[config.mk]
export PLATFORM = sky130hd
export DESIGN_NAME = tx_arbiter
export DESIGN_NICKNAME = d
export VERILOG_FILES = /design/src/rtl/tx_arbiter.sv
export SDC_FILE = /design/constraint.sdc
export NUM_CORES = 1
export LEC_CHECK = 0
export ABC_CLOCK_PERIOD_IN_PS = 11700
export BUFFER_PORTS_ARGS = -buffer_cell sky130_fd_sc_hd__buf_2
export CAP_MARGIN = 10
export CORE_UTILIZATION = 35
export CTS_BUF_LIST = sky130_fd_sc_hd__clkbuf_8
export DETAILED_ROUTE_END_ITERATION = 10
export GPL_TIMING_DRIVEN = 0
export SLEW_MARGIN = 10
export SYNTH_ARGS = -nofsm -noshare
export SYNTH_HDL_FRONTEND = slang
export SYNTH_SLANG_ARGS = --single-unit
export TNS_END_PERCENT = 50
[constraint.sdc]
create_clock -name clk -period 11.7 [get_ports clk]
set_clock_uncertainty 0.05 [all_clocks]
set_input_delay 0 -clock clk [delete_from_list [all_inputs] [get_ports clk]]
set_output_delay 0 -clock clk [all_outputs]
set_load 0.005 [all_outputs]
[src/rtl/tx_arbiter.sv]
// tx_arbiter: shares one UART TX framer between NUM_REQ algo engines.
// Each engine owns a one-deep timestamped slot; slots are granted round-robin, one frame at a time.
module tx_arbiter #(
    parameter int NUM_REQ     = 4,
    parameter int ACK_TIMEOUT = 64,
    parameter int TS_WIDTH    = 32
) (
    input  logic                  clk,
    input  logic                  reset,
    input  logic [NUM_REQ-1:0]    req_valid,
    input  logic [8*NUM_REQ-1:0]  req_addr,
    input  logic [8*NUM_REQ-1:0]  req_buysell,
    output logic [7:0]            tx_addr,
    output logic [7:0]            tx_buysell,
    output logic [TS_WIDTH-1:0]   tx_timestamp,
    output logic                  tx_dv,
    input  logic                  tx_busy,
    output logic [NUM_REQ-1:0]    pending,
    output logic [NUM_REQ-1:0]    overflow,
    output logic                  timeout,
    input  logic                  clear_flags,
    output logic [1:0]            dbg_state
);

    localparam int IDX_W = (NUM_REQ > 1) ? $clog2(NUM_REQ) : 1;
    localparam int CW    = IDX_W + 1;
    localparam int CNT_W = $clog2(ACK_TIMEOUT + 1);

    typedef enum logic [1:0] {
        IDLE      = 2'd0,
        SEND      = 2'd1,
        WAIT_DONE = 2'd2
    } state_t;

    state_t                state_q, state_d;
    logic [IDX_W-1:0]      rr_ptr_q, rr_ptr_d;
    logic [TS_WIDTH-1:0]   ts_cnt_q, ts_cnt_d;
    logic [CNT_W-1:0]      ack_cnt_q, ack_cnt_d;
    logic [7:0]            slot_addr_q [NUM_REQ];
    logic [7:0]            slot_addr_d [NUM_REQ];
    logic [7:0]            slot_bs_q   [NUM_REQ];
    logic [7:0]            slot_bs_d   [NUM_REQ];
    logic [TS_WIDTH-1:0]   slot_ts_q   [NUM_REQ];
    logic [TS_WIDTH-1:0]   slot_ts_d   [NUM_REQ];
    logic [NUM_REQ-1:0]    pending_q, pending_d;
    logic [NUM_REQ-1:0]    overflow_q, overflow_d;
    logic                  timeout_q, timeout_d;
    logic                  tx_dv_q, tx_dv_d;
    logic [7:0]            tx_addr_q, tx_addr_d;
    logic [7:0]            tx_buysell_q, tx_buysell_d;
    logic [TS_WIDTH-1:0]   tx_ts_q, tx_ts_d;

    logic [CW-1:0]         cand;
    logic                  grant_found;
    logic [IDX_W-1:0]      grant_idx;
    logic                  do_grant;
    logic [NUM_REQ-1:0]    grant_oh;
    logic [NUM_REQ-1:0]    drop_vec;
    logic                  timeout_set;

    // First pending slot strictly after rr_ptr, wrapping at NUM_REQ.
    always_comb begin
        grant_found = 1'b0;
        grant_idx   = '0;
        cand        = '0;
        for (int k = 1; k <= NUM_REQ; k++) begin
            cand = {1'b0, rr_ptr_q} + CW'(k);
            if (cand >= CW'(NUM_REQ)) begin
                cand = cand - CW'(NUM_REQ);
            end
            if (!grant_found && pending_q[cand[IDX_W-1:0]]) begin
                grant_found = 1'b1;
                grant_idx   = cand[IDX_W-1:0];
            end
        end
    end

    assign do_grant = (state_q == IDLE) && grant_found;
    assign grant_oh = do_grant ? (NUM_REQ'(1) << grant_idx) : '0;

    // A slot being granted this cycle may refill in the same cycle without overflowing.
    always_comb begin
        pending_d = pending_q;
        drop_vec  = '0;
        for (int i = 0; i < NUM_REQ; i++) begin
            slot_addr_d[i] = slot_addr_q[i];
            slot_bs_d[i]   = slot_bs_q[i];
            slot_ts_d[i]   = slot_ts_q[i];
            if (req_valid[i] && (!pending_q[i] || grant_oh[i])) begin
                slot_addr_d[i] = req_addr[8*i +: 8];
                slot_bs_d[i]   = req_buysell[8*i +: 8];
                slot_ts_d[i]   = ts_cnt_q;
                pending_d[i]   = 1'b1;
            end else begin
                if (grant_oh[i]) begin
                    pending_d[i] = 1'b0;
                end
                if (req_valid[i]) begin
                    drop_vec[i] = 1'b1;
                end
            end
        end
    end

    // Framer handshake: tx_dv is held with stable payload until tx_busy is seen high
    // (frame accepted) or ACK_TIMEOUT cycles pass; tx_busy low afterwards means frame done.
    always_comb begin
        state_d      = state_q;
        rr_ptr_d     = rr_ptr_q;
        ack_cnt_d    = ack_cnt_q;
        tx_dv_d      = tx_dv_q;
        tx_addr_d    = tx_addr_q;
        tx_buysell_d = tx_buysell_q;
        tx_ts_d      = tx_ts_q;
        timeout_set  = 1'b0;
        ts_cnt_d     = ts_cnt_q + TS_WIDTH'(1);
        case (state_q)
            IDLE: begin
                if (do_grant) begin
                    tx_addr_d    = slot_addr_q[grant_idx];
                    tx_buysell_d = slot_bs_q[grant_idx];
                    tx_ts_d      = slot_ts_q[grant_idx];
                    rr_ptr_d     = grant_idx;
                    tx_dv_d      = 1'b1;
                    ack_cnt_d    = '0;
                    state_d      = SEND;
                end
            end
            SEND: begin
                if (tx_busy) begin
                    tx_dv_d = 1'b0;
                    state_d = WAIT_DONE;
                end else if (ack_cnt_q == CNT_W'(ACK_TIMEOUT - 1)) begin
                    tx_dv_d     = 1'b0;
                    timeout_set = 1'b1;
                    state_d     = IDLE;
                end else begin
                    ack_cnt_d = ack_cnt_q + CNT_W'(1);
                end
            end
            WAIT_DONE: begin
                if (!tx_busy) begin
                    state_d = IDLE;
                end
            end
            default: begin
                tx_dv_d = 1'b0;
                state_d = IDLE;
            end
        endcase
        overflow_d = (clear_flags ? '0 : overflow_q) | drop_vec;
        timeout_d  = (clear_flags ? 1'b0 : timeout_q) | timeout_set;
    end

    always_ff @(posedge clk or posedge reset) begin
        if (reset) begin
            state_q      <= IDLE;
            rr_ptr_q     <= IDX_W'(NUM_REQ - 1);
            ts_cnt_q     <= '0;
            ack_cnt_q    <= '0;
            pending_q    <= '0;
            overflow_q   <= '0;
            timeout_q    <= 1'b0;
            tx_dv_q      <= 1'b0;
            tx_addr_q    <= '0;
            tx_buysell_q <= '0;
            tx_ts_q      <= '0;
            for (int i = 0; i < NUM_REQ; i++) begin
                slot_addr_q[i] <= '0;
                slot_bs_q[i]   <= '0;
                slot_ts_q[i]   <= '0;
            end
        end else begin
            state_q      <= state_d;
            rr_ptr_q     <= rr_ptr_d;
            ts_cnt_q     <= ts_cnt_d;
            ack_cnt_q    <= ack_cnt_d;
            pending_q    <= pending_d;
            overflow_q   <= overflow_d;
            timeout_q    <= timeout_d;
            tx_dv_q      <= tx_dv_d;
            tx_addr_q    <= tx_addr_d;
            tx_buysell_q <= tx_buysell_d;
            tx_ts_q      <= tx_ts_d;
            for (int i = 0; i < NUM_REQ; i++) begin
                slot_addr_q[i] <= slot_addr_d[i];
                slot_bs_q[i]   <= slot_bs_d[i];
                slot_ts_q[i]   <= slot_ts_d[i];
            end
        end
    end

    assign tx_addr      = tx_addr_q;
    assign tx_buysell   = tx_buysell_q;
    assign tx_timestamp = tx_ts_q;
    assign tx_dv        = tx_dv_q;
    assign pending      = pending_q;
    assign overflow     = overflow_q;
    assign timeout      = timeout_q;
    assign dbg_state    = state_q;

endmodule

# [Word-level counts from Yosys, hierarchy flattened]
# Index checks and enable logic that the tools add are counted.
[totals] input_bits=72 elab_cells=151 register_bits=293
[classes] n_eq_ne=8 n_lt_le_gt_ge=9 n_bitwise=4 add_sub_neg=10 mux=64 shifts=1 n_reduce_logical=29
[ops] cell="$bmux W32 S2" count=1
[ops] cell="$mux W32" count=2
[ops] cell="$add A32 B1 Y32 const B" count=1
[ops] cell="$bmux W8 S2" count=2
[ops] cell="$mux W8" count=4
[ops] cell="$mux W1" count=31
[ops] cell="$mux W2" count=12
[ops] cell="$mux W7" count=3
[ops] cell="$ge A3 B3 Y1 const B" count=5
[ops] cell="$pmux W7 S2" count=1
[ops] cell="$lt A2 B3 Y1 const B" count=4
[ops] cell="$reduce_bool A2 Y1" count=5
[ops] cell="$bmux W1 S2" count=4
[ops] cell="$logic_and A1 B1 Y1" count=8
[ops] cell="$mux W4" count=2
[ops] cell="$ne A2 B2 Y1 const B" count=4
[ops] cell="$sub A2 B1 Y2 const B" count=4
[ops] cell="$add A7 B1 Y7 const B" count=1
[ops] cell="$eq A7 B6 Y1 const B" count=1
[ops] cell="$logic_not A1 Y1" count=7
[ops] cell="$add A2 B2 Y3 const B" count=2
[ops] cell="$pmux W2 S3" count=1
[ops] cell="$reduce_and A3 Y1" count=2
[ops] cell="$logic_or A1 B1 Y1" count=4
[ops] cell="14 further kinds" count=14

# [Depth between registers and ports, before layout]
[depth] depth_word=21 mapped_depth=8 mapped_depth_nobuf=6

# [Worst setup path before layout]
# Ideal clock, no wire load.
[synth_path] path_type="reg-to-reg" from="register state_q[1] (netlist: dbg_state[1])" to="register slot_ts_q[34] (netlist name)" stages_incl_launch_ff=9 path_slack_ps=9409 arrival_ps=2114 setup_ps=128 t_required_ps=11522 cell_sequence="dfrtp_1 -> clkbuf_1 -> or3_1 -> buf_2 -> a2111oi_4 -> o21a_1 -> buf_4 -> buf_6 -> mux2_1"
[synth_between] elab_chain_len=5
[synth_lines] item="start, declared" line="35" rtl="state_t state_q, state_d;"
[synth_lines] item="start signal, assigned" line="174" rtl="state_q <= state_d;"
[synth_lines] item="$logic_not A2 Y1" line="78" rtl="assign do_grant = (state_q == IDLE) && grant_found;"
[synth_lines] item="$logic_and A1 B1 Y1" line="78"
[synth_lines] item="$mux W4" line="79" rtl="assign grant_oh = do_grant ? (NUM_REQ'(1) << grant_idx) : '0;"
[synth_lines] item="$logic_or A1 B1 Y1" line="89" rtl="if (req_valid[i] && (!pending_q[i] || grant_oh[i])) begin"
[synth_lines] item="$logic_and A1 B1 Y1" line="89"
[synth_lines] item="end signal, assigned by index" line="188" rtl="slot_ts_q[i] <= slot_ts_d[i];"
[synth_lines] item="end, declared" line="43" rtl="logic [TS_WIDTH-1:0] slot_ts_q [NUM_REQ];"
# No other way between the ends.
# A chain may end at the register's enable or synchronous reset.

# [Worst setup path in the final report]
[layout_path] from="register rr_ptr_q[0]" to="register slot_ts_q[14] (netlist name)"
[layout_between] elab_chain_len=19
[layout_lines] item="start, declared" line="36" rtl="logic [IDX_W-1:0] rr_ptr_q, rr_ptr_d;"
[layout_lines] item="start signal, assigned" line="158" rtl="rr_ptr_q <= IDX_W'(NUM_REQ - 1);"
[layout_lines] item="start signal, assigned" line="175" rtl="rr_ptr_q <= rr_ptr_d;"
[layout_lines] item="$add A2 B1 Y3" line="67" rtl="cand = {1'b0, rr_ptr_q} + CW'(k);"
[layout_lines] item="$ge A3 B3 Y1 / $sub A2 B1 Y2 (equally long branches)" line="68, 69"
[layout_lines] item="$mux W2" line="68" rtl="if (cand >= CW'(NUM_REQ)) begin"
[layout_lines] item="$bmux W1 S2" line="71" rtl="if (!grant_found && pending_q[cand[IDX_W-1:0]]) begin"
[layout_lines] item="$mux W1 (not written as such)" line="71"
[layout_lines] item="$mux W1" line="71"
[layout_lines] item="$logic_not A1 Y1" line="71"
[layout_lines] item="$logic_and A1 B1 Y1" line="71"
[layout_lines] item="(+3 left out)"
[layout_lines] item="$mux W1" line="71"
[layout_lines] item="$logic_not A1 Y1" line="71"
[layout_lines] item="$logic_and A1 B1 Y1" line="71"
[layout_lines] item="$mux W2 / $mux W1 (equally long branches)" line="71"
[layout_lines] item="$shl A1 B2 Y4 / $logic_and A1 B1 Y1 (equally long branches)" line="79, 78"
[layout_lines] item="$mux W4 (*)" line="79"
[layout_lines] item="$logic_or A1 B1 Y1 (*)" line="89"
[layout_lines] item="$logic_and A1 B1 Y1 (*)" line="89"
# Mark *: on every way between the ends. The rest lies on a longest branch, timed or not. The select of a mux whose other input is x is not followed.

==> reports/results.ini <==
[cells_and_area]
final_core_util_pct = 43.7
antenna_cells = 0
area_growth_pct = 22.9
drive_gt1_share_pct = 23.2
fillers = 3552
nNetsFinal = 1527

[logic_synthesis]
ys_seq_elements = 293
ys_seq_area_share_pct = 54.9
synth_area_sq_um = 13400
synth_edf_count = 0
async_flop_share_pct = 100
yosysWarnings = 0
synth_cell_types = 47
synth_ff_type = dfrtp_1
synth_cells = 1200
synth.net_count = 1274
syn_area_per_cell_sq_um = 11.1

[route]
routed_wl_mm = 39.0
drtIter0Drc = 681
drc = 0
routed-via-count = 10500
wl_met1_mm = 17.4
routed-wl-met2_mm = 18.7
ant_nets = 0
met3_length_mm = 1.89
first_pass_iters = 5
viasPerCell = 5.24
routed.top_layer = met4
wl_per_cell_um = 19.5

[critical_path]
path_buf_inv = 1
crit_type = reg2reg
path_cells = and3b_1 > o31ai_4 > or2_1 > o21a_1 > clkbuf_1 > o22ai_1
worst_setup_path_end_kind = flop
slowest_stage = o31ai_4
cp_max_fo = 10
cpPeakStageDelay_ps = 630
crit_family = compound AO/OA/AOI/OAI gates
crit_path_start_kind = flop
cp.depth = 6
worstPathRequired_ps = 12080
reg2regPathDepth = 6
worstPathArrival_ps = 3430

[floorplan]
die-height_um = 197
core-area_sq_um = 37600
io_pins = 132
rows = 71
die_x_um = 197
start_util_pct = 35.6
die-area_sq_um = 39000

[grt]
grt_pass1_wl_mm = 61.7
grt-ovfl-total = 0
grt_max_degree = 115
grt_pass1_vias = 10900
track_usage_pct = 20.4
antenna_found_initial = 0

[timing]
fin_crit_sh_pct = 26.1
min_period_ps = 3050
setup_viol = 0
max_clock_freq_ghz = 0.327
worst_pin_slew_ps = 885
hold_viol = 0
report.final.slew_viol_count = 0
fin_setup_tns_ps = 0
slew_headroom_pct = 40.5
rsz0062_at_grt = false

[power]
power.density_nw_per_um2 = 243
p_leak_nw = 7.60
vdd_drop_max_mv = 0.124

[clocking]
cts_tree = built
cts-resized-gates = 0
postCtsSetupRepairBufs = 0
htree_levels = 2
cts_root_buf = clkbuf_8
clk_latency_ps = 590
cts_max_path_buffers = 3
clkTransAtPathRegs_ps = 60
clock_sinks = 293
cts_hold_buf = 70
cts_buffers = 50

[placed_design]
hpwl_mm = 25.9
gp_congestion = 0.786
port_buffers = 129

[flow_run]
drv_cap = 0

[min_path]
hold_path.class = in2reg
hold_depth = 3

[run_status]
outcome = finished clean

-- metrics by stage --
step,total power (W),std cells,hold WS [ps],setup WS [ps],instance area [sq um]
after global placement,0.00302,1840,184,160,14600
after detailed placement,0.00304,1842,59.4,8720,14700
after global routing,0.00421,1998,124,8560,16400
after floorplan,0.00250,1200,62.1,3560,13400
final,0.00400,1998,123,8650,16400
after CTS,0.00401,1998,87.4,8690,16400
-- sequential cells by signal (all words and copies together), names as in the netlist --
register	count
pending	4
slot_bs_q	32
tx_timestamp	32
ts_cnt_q	32
tx_addr	8
slot_addr_q	32
rr_ptr_q	2
tx_dv	1
overflow	4
timeout	1
ack_cnt_q	7
slot_ts_q	128
dbg_state	2
tx_buysell	8
-- layout make-up --
| cell class | count | area [sq um] | share of cell area, % |
|---|---|---|---|
| well taps | 511 | 639 | 3.89 |
| plain buffers | 109 | 517 | 3.15 |
| repair buffers | 201 | 1400 | 8.53 |
| flip-flops and latches | 293 | 7330 | 44.7 |
| inverters | 9 | 41.3 | 0.251 |
| clock inverters | 20 | 108 | 0.655 |
| multi-input cells | 789 | 5480 | 33.3 |
| clock buffers | 66 | 908 | 5.53 |
-- tightest hold or removal path: stages --
cell	delay, ps
dlygate4sd3_1	520
buf_2	90
mux2_2	130
-- cell families after synthesis --
kind of cell    share of synthesized area [%]
mux                                      15.8
xor+xnor                                 2.29
buf+inv                                  4.12
fa+ha+maj                               0.187
flops                                    54.9
compound gates                           9.85
simple gates                             12.8
-- report_power, final --
group          internal [W]  switching, W  total (W)
Combinational      0.000642       0.00106    0.00170
Clock              0.000521      0.000416   0.000937
Sequential          0.00123      0.000130    0.00136
-- metal layers --
layer	vias up	global-route usage, %
li1	4797	-
met1	5283	27.3
met2	313	33.7
met3	67	2.99
met4	0	7.35
met5	-	0
-- final timing paths --
check                              startpoint          endpoint  slack (ps)
worst max-delay path              rr_ptr_q[0]     slot_ts_q[14]        8650
worst min-delay path             req_addr[17]    slot_addr_q[9]         120
worst max register to register    rr_ptr_q[0]     slot_ts_q[14]        8650
worst min register to register  slot_ts_q[41]     slot_ts_q[41]         430
max in group asynchronous               reset  tx_timestamp[15]       10010
min in group asynchronous               reset      dbg_state[1]         590
-- cells in the final DEF, fill, tap and decap left out, drive strengths merged, types with 2 or more instances in the layout --
master       count
dfrtp          291
nand2          214
buf            170
mux2           143
clkbuf         136
nand3          106
o22ai           96
dlygate4sd3     70
mux2i           50
a221o           47
inv             25
nor2            24
xnor2           20
xor2            15
nand4            9
nor3             6
a22o             6
o21ai            6
or2              6
nand2b           5
o21a             5
a21oi            5
nor4             4
nor3b            3
and4             2
o31a             2
nor2b            2
ha               2
clkinv           2
dfstp            2
-- Yosys cell counts (2+ instances only) --
cell type	count	area share (%)
a221o_1	47	3.5
mux2_1	44	3.7
buf_4	7	0.39
o21a_1	5	0.28
and4_1	2	0.13
a21oi_1	5	0.19
mux2i_1	50	3.7
o31a_1	2	0.13
nor4_2	2	0.19
o21ai_0	5	0.19
mux2_2	99	8.3
o22ai_1	96	4.5
nor3b_2	2	0.19
buf_6	8	0.67
nor3_1	6	0.22
ha_1	2	0.19
dfstp_2	2	0.39
buf_2	17	0.64
nand4_1	9	0.42
nand3_1	106	4.0
xnor2_1	20	1.3
xor2_1	15	0.98
dfrtp_1	291	55
nor2b_1	2	0.094
buf_1	7	0.20
nor2_1	24	0.67
a22o_1	6	0.39
nand2_1	214	6.0
inv_1	9	0.25
nand2b_1	5	0.23
clkbuf_1	70	2.0
or2_2	3	0.14
nor4_1	2	0.094
or2_1	3	0.14
Note: power is estimated with default switching activity, not from simulation.
